### src/rtl/dm_pkg.sv
// dm_pkg: shared definitions for the data-memory responder.
//   - dm_state_e   : FSM state encoding (IDLE, WAIT, RESP)
//   - DM_WORD_W    : data word width
//   - dm_idx_width : number of word-index bits needed for a given depth
package dm_pkg;

    typedef enum logic [1:0] {
        ST_IDLE = 2'd0,
        ST_WAIT = 2'd1,
        ST_RESP = 2'd2
    } dm_state_e;

    localparam int unsigned DM_WORD_W = 32;

    // Smallest w with 2**w >= depth; depth is a power of two >= 2.
    function automatic int unsigned dm_idx_width(input int unsigned depth);
        int unsigned w;
        w = 0;
        for (int i = 0; i < 31; i++) begin
            if ((32'd1 << i) < depth) begin
                w = i + 1;
            end
        end
        return w;
    endfunction

endpackage

### src/rtl/dm_word_ram.sv
// dm_word_ram: synchronous single-port word array, registered read,
// no reset on contents (maps onto block RAM).
//   clk   : clock
//   we    : write enable, writes wdata to mem[addr] at the edge
//   addr  : word index
//   wdata : write data
//   rdata : mem[addr] as sampled at the previous edge (read-before-write)
module dm_word_ram
    import dm_pkg::*;
#(
    parameter int unsigned DEPTH_WORDS = 64,
    parameter int unsigned IDX_W       = dm_idx_width(DEPTH_WORDS)
) (
    input  logic                 clk,
    input  logic                 we,
    input  logic [IDX_W-1:0]     addr,
    input  logic [DM_WORD_W-1:0] wdata,
    output logic [DM_WORD_W-1:0] rdata
);

    logic [DM_WORD_W-1:0] mem_q [DEPTH_WORDS];
    logic [DM_WORD_W-1:0] rdata_q;

    always_ff @(posedge clk) begin
        if (we) begin
            mem_q[addr] <= wdata;
        end
        rdata_q <= mem_q[addr];
    end

    assign rdata = rdata_q;

endmodule

### src/rtl/dm_responder.sv
// dm_responder: target side of the load/store path. Accepts one word
// request over valid/ready, holds it for WAIT_CYCLES wait states, then
// issues a single-cycle response.
//   clk, rst                 : clock, synchronous active-high reset
//   req_valid/req_ready      : request handshake
//   req_write                : 1 = store, 0 = load
//   req_addr, req_wdata      : byte address, store data
//   resp_valid               : one-cycle response pulse
//   resp_rdata, resp_err     : load data / error flag, valid with resp_valid
//   busy                     : transaction outstanding (pipeline stall)
module dm_responder
    import dm_pkg::*;
#(
    parameter int unsigned DEPTH_WORDS = 64,
    parameter int unsigned WAIT_CYCLES = 2
) (
    input  logic                 clk,
    input  logic                 rst,
    input  logic                 req_valid,
    input  logic                 req_write,
    input  logic [31:0]          req_addr,
    input  logic [DM_WORD_W-1:0] req_wdata,
    output logic                 req_ready,
    output logic                 resp_valid,
    output logic [DM_WORD_W-1:0] resp_rdata,
    output logic                 resp_err,
    output logic                 busy
);

    localparam int unsigned IDX_W  = dm_idx_width(DEPTH_WORDS);
    localparam int unsigned HI_LSB = IDX_W + 2;

    dm_state_e            state_q, state_d;
    logic [3:0]           cnt_q, cnt_d;
    logic                 write_q, write_d;
    logic [31:0]          addr_q, addr_d;
    logic [DM_WORD_W-1:0] wdata_q, wdata_d;
    logic                 resp_err_q, resp_err_d;
    logic                 rd_sel_q, rd_sel_d;

    logic                 cur_write;
    logic [31:0]          cur_addr;
    logic [DM_WORD_W-1:0] cur_wdata;
    logic                 cur_err;
    logic                 enter_resp;
    logic                 ram_we;
    logic [DM_WORD_W-1:0] ram_rdata;

    // With zero wait states the RESP entry edge is the accept edge, so the
    // live request must drive the array; otherwise the latched copy does.
    always_comb begin
        if (state_q == ST_IDLE) begin
            cur_write = req_write;
            cur_addr  = req_addr;
            cur_wdata = req_wdata;
        end else begin
            cur_write = write_q;
            cur_addr  = addr_q;
            cur_wdata = wdata_q;
        end
    end

    // Misaligned, or any address bit above the index field set.
    assign cur_err = (cur_addr[1:0] != 2'b00) || ((cur_addr >> HI_LSB) != 32'd0);

    always_comb begin
        state_d    = state_q;
        cnt_d      = cnt_q;
        write_d    = write_q;
        addr_d     = addr_q;
        wdata_d    = wdata_q;
        resp_err_d = resp_err_q;
        rd_sel_d   = rd_sel_q;
        enter_resp = 1'b0;

        case (state_q)
            ST_IDLE: begin
                if (req_valid) begin
                    write_d = req_write;
                    addr_d  = req_addr;
                    wdata_d = req_wdata;
                    if (WAIT_CYCLES == 0) begin
                        state_d    = ST_RESP;
                        enter_resp = 1'b1;
                    end else begin
                        state_d = ST_WAIT;
                        cnt_d   = 4'(WAIT_CYCLES);
                    end
                end
            end
            ST_WAIT: begin
                cnt_d = cnt_q - 4'd1;
                if (cnt_q == 4'd1) begin
                    state_d    = ST_RESP;
                    enter_resp = 1'b1;
                end
            end
            ST_RESP: begin
                state_d    = ST_IDLE;
                resp_err_d = 1'b0;
                rd_sel_d   = 1'b0;
            end
            default: begin
                state_d = ST_IDLE;
            end
        endcase

        if (enter_resp) begin
            resp_err_d = cur_err;
            rd_sel_d   = !cur_write && !cur_err;
        end
    end

    // Reset on the RESP entry edge must not commit the store.
    assign ram_we = enter_resp && cur_write && !cur_err && !rst;

    always_ff @(posedge clk) begin
        if (rst) begin
            state_q    <= ST_IDLE;
            cnt_q      <= 4'd0;
            write_q    <= 1'b0;
            addr_q     <= 32'd0;
            wdata_q    <= '0;
            resp_err_q <= 1'b0;
            rd_sel_q   <= 1'b0;
        end else begin
            state_q    <= state_d;
            cnt_q      <= cnt_d;
            write_q    <= write_d;
            addr_q     <= addr_d;
            wdata_q    <= wdata_d;
            resp_err_q <= resp_err_d;
            rd_sel_q   <= rd_sel_d;
        end
    end

    dm_word_ram #(
        .DEPTH_WORDS(DEPTH_WORDS),
        .IDX_W      (IDX_W)
    ) u_ram (
        .clk  (clk),
        .we   (ram_we),
        .addr (cur_addr[IDX_W+1:2]),
        .wdata(cur_wdata),
        .rdata(ram_rdata)
    );

    assign req_ready  = (state_q == ST_IDLE);
    assign busy       = !req_ready;
    assign resp_valid = (state_q == ST_RESP);
    assign resp_err   = resp_err_q;
    // The array read register is not reset, so only pass it through for a
    // good load in RESP.
    assign resp_rdata = rd_sel_q ? ram_rdata : '0;

endmodule

### config.mk
export PLATFORM = sky130hd
export DESIGN_NAME = dm_responder
export DESIGN_NICKNAME = d
export VERILOG_FILES = /design/src/rtl/dm_pkg.sv /design/src/rtl/dm_word_ram.sv /design/src/rtl/dm_responder.sv
export SDC_FILE = /design/constraint.sdc
export NUM_CORES = 2
export LEC_CHECK = 0
export ABC_CLOCK_PERIOD_IN_PS = 4800
export BUFFER_PORTS_ARGS = -buffer_cell sky130_fd_sc_hd__buf_2
export CORE_UTILIZATION = 45
export CTS_CLUSTER_DIAMETER = 100
export DETAILED_ROUTE_END_ITERATION = 8
export PLACE_DENSITY_LB_ADDON = 0.05
export SYNTH_ARGS = -nofsm -noshare
export SYNTH_HDL_FRONTEND = slang
export SYNTH_HIERARCHICAL = 1
export SYNTH_SLANG_ARGS = --single-unit
### constraint.sdc
create_clock -name clk -period 4.8 [get_ports clk]
set_input_delay 0.96 -clock clk [delete_from_list [all_inputs] [get_ports clk]]
set_output_delay 0.96 -clock clk [all_outputs]
set_load 0.03 [all_outputs]
# Word level (Yosys, flattened, before mapping)
# Memories as Yosys holds them, arrays and structs flattened. A register that Yosys moved wholly into a read port is not among the register bits.
# Index checks and enable logic that the tools add are counted.
[classes] add_sub_neg=1 eq_ne=5 mux=16 reduce_logical=17
[ops] op="32-bit two-way mux" n=3
[ops] op="32-bit nonzero test" n=1
[ops] op="1-bit two-way mux" n=8
[ops] op="4-bit case mux with 2 select lines" n=1
[ops] op="2-bit AND reduction" n=3
[ops] op="2-bit nonzero test" n=3
[ops] op="4-bit by 1-bit equality test with 1-bit output, second input constant" n=1
[ops] op="1-bit logical AND" n=4
[ops] op="1-bit logical NOT" n=4
[ops] op="2-bit two-way mux" n=2
[ops] op="4-bit two-way mux" n=1
[ops] op="2-bit != test, second input constant" n=2
[ops] op="2-bit case mux with 2 select lines" n=1
[ops] op="4-bit by 1-bit subtractor with 4-bit output, second input constant" n=1
[ops] op="2-bit by 1-bit equality test with 1-bit output, second input constant" n=1
[ops] op="2-bit equality test, second input constant" n=1
[ops] op="2-bit logical NOT" n=1
[ops] op="1-bit logical OR" n=1
[word_totals] inputBits=68 output_inout_bits=36 mem_bits_rw=2048 memories=1 reg_bits=73 word_cells=47
[mem_list] memory="u_ram.mem_q" depth=64 width=32 read_ports=1 rd_ports_with_merged_regs=1 wr=1 line="dm_word_ram.sv:21" text="logic [DM_WORD_W-1:0] mem_q [DEPTH_WORDS];"

# Logic depth before layout (Yosys ltp)
[logic_depth] word_depth=9 ltp_mapped=17 ltp_nobuf=9

# Hierarchy
# Netlist, hierarchy kept.
[by_module_without_submodules] module="dm_word_ram" instances=1 area_per_inst_um2=78928.2 cells_per_inst=4239 seq_area_each_um2=62139.6
[by_module_without_submodules] module="dm_responder" instances=1 area_per_inst_um2=3478.3 cells_per_inst=427 seq_area_each_um2=1461.4

# Least setup slack after synthesis
# No wires, ideal clock.
[synth_timing] kind="register to register" startpoint="register state_q[1]" endpoint="memory u_ram.mem_q[11][0], enable pin" path_slack_ps=201 stages_incl_launch_ff=14 period_less_slack_ps=4599 n_path_buf=7 required_time_ps=4379 setup_ps=421 arrival_time_ps=4178 cell_sequence="dfxtp_1 -> or2_4 -> inv_4 -> buf_2 -> mux2_2 -> buf_2 -> buf_2 -> buf_2 -> buf_2 -> buf_2 -> buf_2 -> nor2b_1 -> nand2_1 -> nor2_1"
[synth_between] elab_cells_between_ends=14 classes_between="1 x eq/ne; 5 x mux; 8 x reduce/logical"
[synth_lines] element="start: declaration" line="dm_responder.sv:33" text="dm_state_e state_q, state_d;"
[synth_lines] element="start signal: assignment" line="dm_responder.sv:127" text="state_q <= state_d;"
[synth_lines] element="2-bit logical NOT"
[synth_lines] element="named net req_ready" line="dm_responder.sv:23" text="output logic req_ready,"
[synth_lines] element="32-bit two-way mux" line="dm_responder.sv:52" text="if (state_q == ST_IDLE) begin"
[synth_lines] element="named net cur_addr[4]" line="dm_responder.sv:42" text="logic [31:0] cur_addr;"
[synth_lines] element="end: declaration" line="dm_word_ram.sv:21"
# The timed path passes the listed nets, and every way through them passes these cells.

# Worst setup path after layout
[layout_timing] startpoint="register state_q[1]" endpoint="register u_ram.rdata_q[27] (netlist: u_ram/rdata[27]), read port of u_ram.mem_q"
[layout_between] elab_chain_len=2
[layout_lines] element="2-bit logical NOT" line="dm_responder.sv:52"
[layout_lines] element="32-bit two-way mux" line="dm_responder.sv:52"
[layout_lines] element="named net cur_addr[2]" line="dm_responder.sv:42"
[layout_lines] element="end: declaration" line="dm_word_ram.sv:22" text="logic [DM_WORD_W-1:0] rdata_q;"
# The timed path passes the listed nets, and every way through them passes these cells.
# A chain may end at the register's enable or synchronous reset.

==> qor.yml <==
htree_levels: 4
crit_type: "register to register"
grt_start_max_net_pins: 73
drv_cap: 0
syn2layout_area_growth_pct: 15.5
cts_tree: "yes"
rsz0062_at_grt: "no"
grt_usage_pct: 25.7
wl_per_cell_um: 31.8
viasPerCell: 6.08
ys.flop_type: "edfxtp_1"
wl_met2_um: 116000
max_freq_mhz: 235
worst_setup_path_end_kind: "register"
worst_pin_slew_ns: 1.30
relSlewSlack_pct: 13.4
layout-drive-gt1-share_pct: 21.7
cts_setup_buffers: 0
cts_buffer_depth: 3
syn_inst: 4666
postRouteAntennaNets: 0
cts-root-buf: "clkbuf_16"
first_pass_iters: 6
synthArstFlopShare_pct: 0
numCtsBuffers: 219
critPathLaunch: "state_q[1]"
synth_cell_types: 63
wl_met1_um: 103000
drt_iter0_markers: 4764
coreArea_sq_mm: 0.181
overflow: 0
fin_nets: 5033
die_h_um: 430
route.detailed.drc: 0
period_share_pct: 88.6
synth-seq-area-share_pct: 77.2
min_from: "req_wdata[3]"
reg2reg_from: "state_q[1]"
syn_area_per_cell_sq_um: 17.7
ir_worst_vdd_v: 0.000356
highest_layer: "met4"
num_vias: 45700
clk_pin_slew_ns: 0.06
drt_wl_total_um: 239000
postCtsHoldBufs: 0
io-pin-count: 104
dp_slack_ns: 0.335
arrival_ns: 4.96
rows: 156
power.density_mw_per_mm2: 437
gp_congestion: 0.804
synth_fp_nets: 4736
antenna_found_initial: 6
numClockSinks: 2153
wl_met3_um: 14000
synth-seq-cells: 2153
slew_violations: 0
p_leak_nw: 31.0
path_max_fanout: 52
netlist_area_sq_mm: 0.0824
start_util_pct: 45.4
grt_pass1_wl_um: 340000
die-area_sq_mm: 0.185
status: "finished clean"
clk_latency_ns: 0.85
finalHoldViolations: 0
finalCriticalPeriod_ns: 4.25
fin_ws_ns: 0.548
crit_path_start_kind: "register"
synth_edf_count: 2048
dieWidth_um: 430
grt_pass1_vias: 45100
setup_tns_ns: 0
hpwl_um: 142000
setup_viol_count_final: 0
hold_class: "input pin to register"
fin_util_pct: 52.5
port_buffers: 103
cts_resized: 0
crit_required_ns: 5.51
ys_warn_count: 6
skew_ns: 0.0264
worst max-delay path, stage by stage (launching register included):
cell and delay, ns:
dfxtp_1 0.32, or2_4 0.27, inv_4 0.30, mux2_8 0.66, buf_4 0.29, mux4_2 0.50, mux2i_1 0.51, nor2_1 0.24
or4b_1 0.51, or4_1 0.51
final cells by class:
cell class	instances	area (sq um)
clock buffers	333	6320
inverters	5	28.8
repair buffers	405	3680
well taps	2370	2970
diodes	1	2.50
fillers	14600	86100
multi-input cells	2179	18000
flip-flops and latches	2153	63600
clock inverters	75	612
per-stage QoR:
step	hold WS [ns]	power, mW	area (sq um)	std cells
detailed placement	0.447	25.5	88300	7112
CTS	0.293	41.9	95200	7520
finish	0.362	41.6	95200	7521
global route	0.319	42.9	95200	7520
global placement	0.439	25.5	88300	7112
floorplan	0.434	23.7	82400	4666
final timing paths:
check        slack, ns              end  depth (start not counted)
max reg2reg       0.55  u_ram/rdata[27]                          9
min               0.36       wdata_q[3]                          3
max               0.55  u_ram/rdata[27]                          9
min reg2reg       0.45      wdata_q[22]                          2
layer usage:
layer | up-vias | GRT usage (%)
li1 | 19700 | -
met1 | 24200 | 36.3
met2 | 1570 | 42.0
met3 | 263 | 3.60
met4 | 0 | 6.51
met5 | - | 0
logic make-up (layout without fill, tap and decap cells):
group | Yosys count | count (layout) | synth area share [%]
simple gates | 629 | 629 | 3.84
mux | 541 | 541 | 8.31
flops | 2153 | 2153 | 77.2
fa+ha+maj | 2 | 2 | 0.0304
other cells | 0 | 1 | 0
buf+inv | 334 | 818 | 1.83
compound gates | 1007 | 1007 | 8.81
placed cells by master (no fill, tap or decap), drive strengths merged, types with 16 or more instances in the layout:
master / Yosys / final
a211oi: 17 / 17
a21oi: 190 / 190
a221oi: 176 / 176
a222oi: 16 / 16
a22o: 68 / 68
a22oi: 188 / 188
a31oi: 43 / 43
and2: 38 / 38
and3: 87 / 87
buf: 145 / 405
clkbuf: 184 / 333
clkinv: 0 / 61
dfxtp: 105 / 105
edfxtp: 2048 / 2048
mux2: 185 / 185
mux2i: 260 / 260
mux4: 96 / 96
nand2: 164 / 164
nand2b: 18 / 18
nand3: 60 / 60
nor2: 151 / 151
nor3: 25 / 25
nor4: 27 / 27
o21ai: 86 / 86
o22a: 70 / 70
o22ai: 93 / 93
sequential cells by signal, indices dropped and copies added (netlist names):
| name | flops |
|---|---|
| addr_q | 32 |
| cnt_q | 4 |
| rd_sel_q | 1 |
| resp_err | 1 |
| state_q | 2 |
| u_ram/mem_q | 2048 |
| u_ram/rdata | 32 |
| wdata_q | 32 |
| write_q | 1 |
synth_stat cells (all sizes together), types with 2 or more instances:
| cell | instances | area share (%) |
|---|---|---|
| a22o | 68 | 0.72 |
| nor2b | 10 | 0.076 |
| a21oi | 190 | 1.2 |
| nand3 | 60 | 0.36 |
| mux2 | 185 | 2.5 |
| o221ai | 6 | 0.064 |
| and2 | 38 | 0.29 |
| inv | 5 | 0.026 |
| or4b | 14 | 0.17 |
| buf | 145 | 0.96 |
| and3b | 2 | 0.021 |
| mux2i | 260 | 3.2 |
| ha | 2 | 0.030 |
| nand4 | 4 | 0.030 |
| a221o | 15 | 0.18 |
| o311ai | 2 | 0.021 |
| o2bb2ai | 15 | 0.16 |
| a22oi | 188 | 1.7 |
| or2 | 4 | 0.033 |
| edfxtp | 2048 | 75 |
| clkbuf | 184 | 0.84 |
| a311oi | 2 | 0.021 |
| o22ai | 93 | 0.71 |
| nand2b | 18 | 0.14 |
| a211oi | 17 | 0.15 |
| and3 | 87 | 0.66 |
| a221oi | 176 | 1.9 |
| or3 | 4 | 0.030 |
| a222oi | 16 | 0.19 |
| nor3 | 25 | 0.15 |
| mux4 | 96 | 2.6 |
| a2111oi | 15 | 0.16 |
| o21ai | 86 | 0.52 |
| nand2 | 164 | 0.78 |
| a31oi | 43 | 0.33 |
| or4 | 15 | 0.14 |
| o22a | 70 | 0.74 |
| nor2 | 151 | 0.69 |
| dfxtp | 105 | 2.6 |
| nand3b | 2 | 0.018 |
| nor4 | 27 | 0.21 |
report_power, final:
group / leakage, nW / internal (mW) / switching, mW
Clock: 3.40 / 9.46 / 7.02
Sequential: 19.4 / 21.0 / 0.101
Combinational: 8.26 / 1.29 / 2.72
Note: power is estimated with default switching activity, not from simulation.
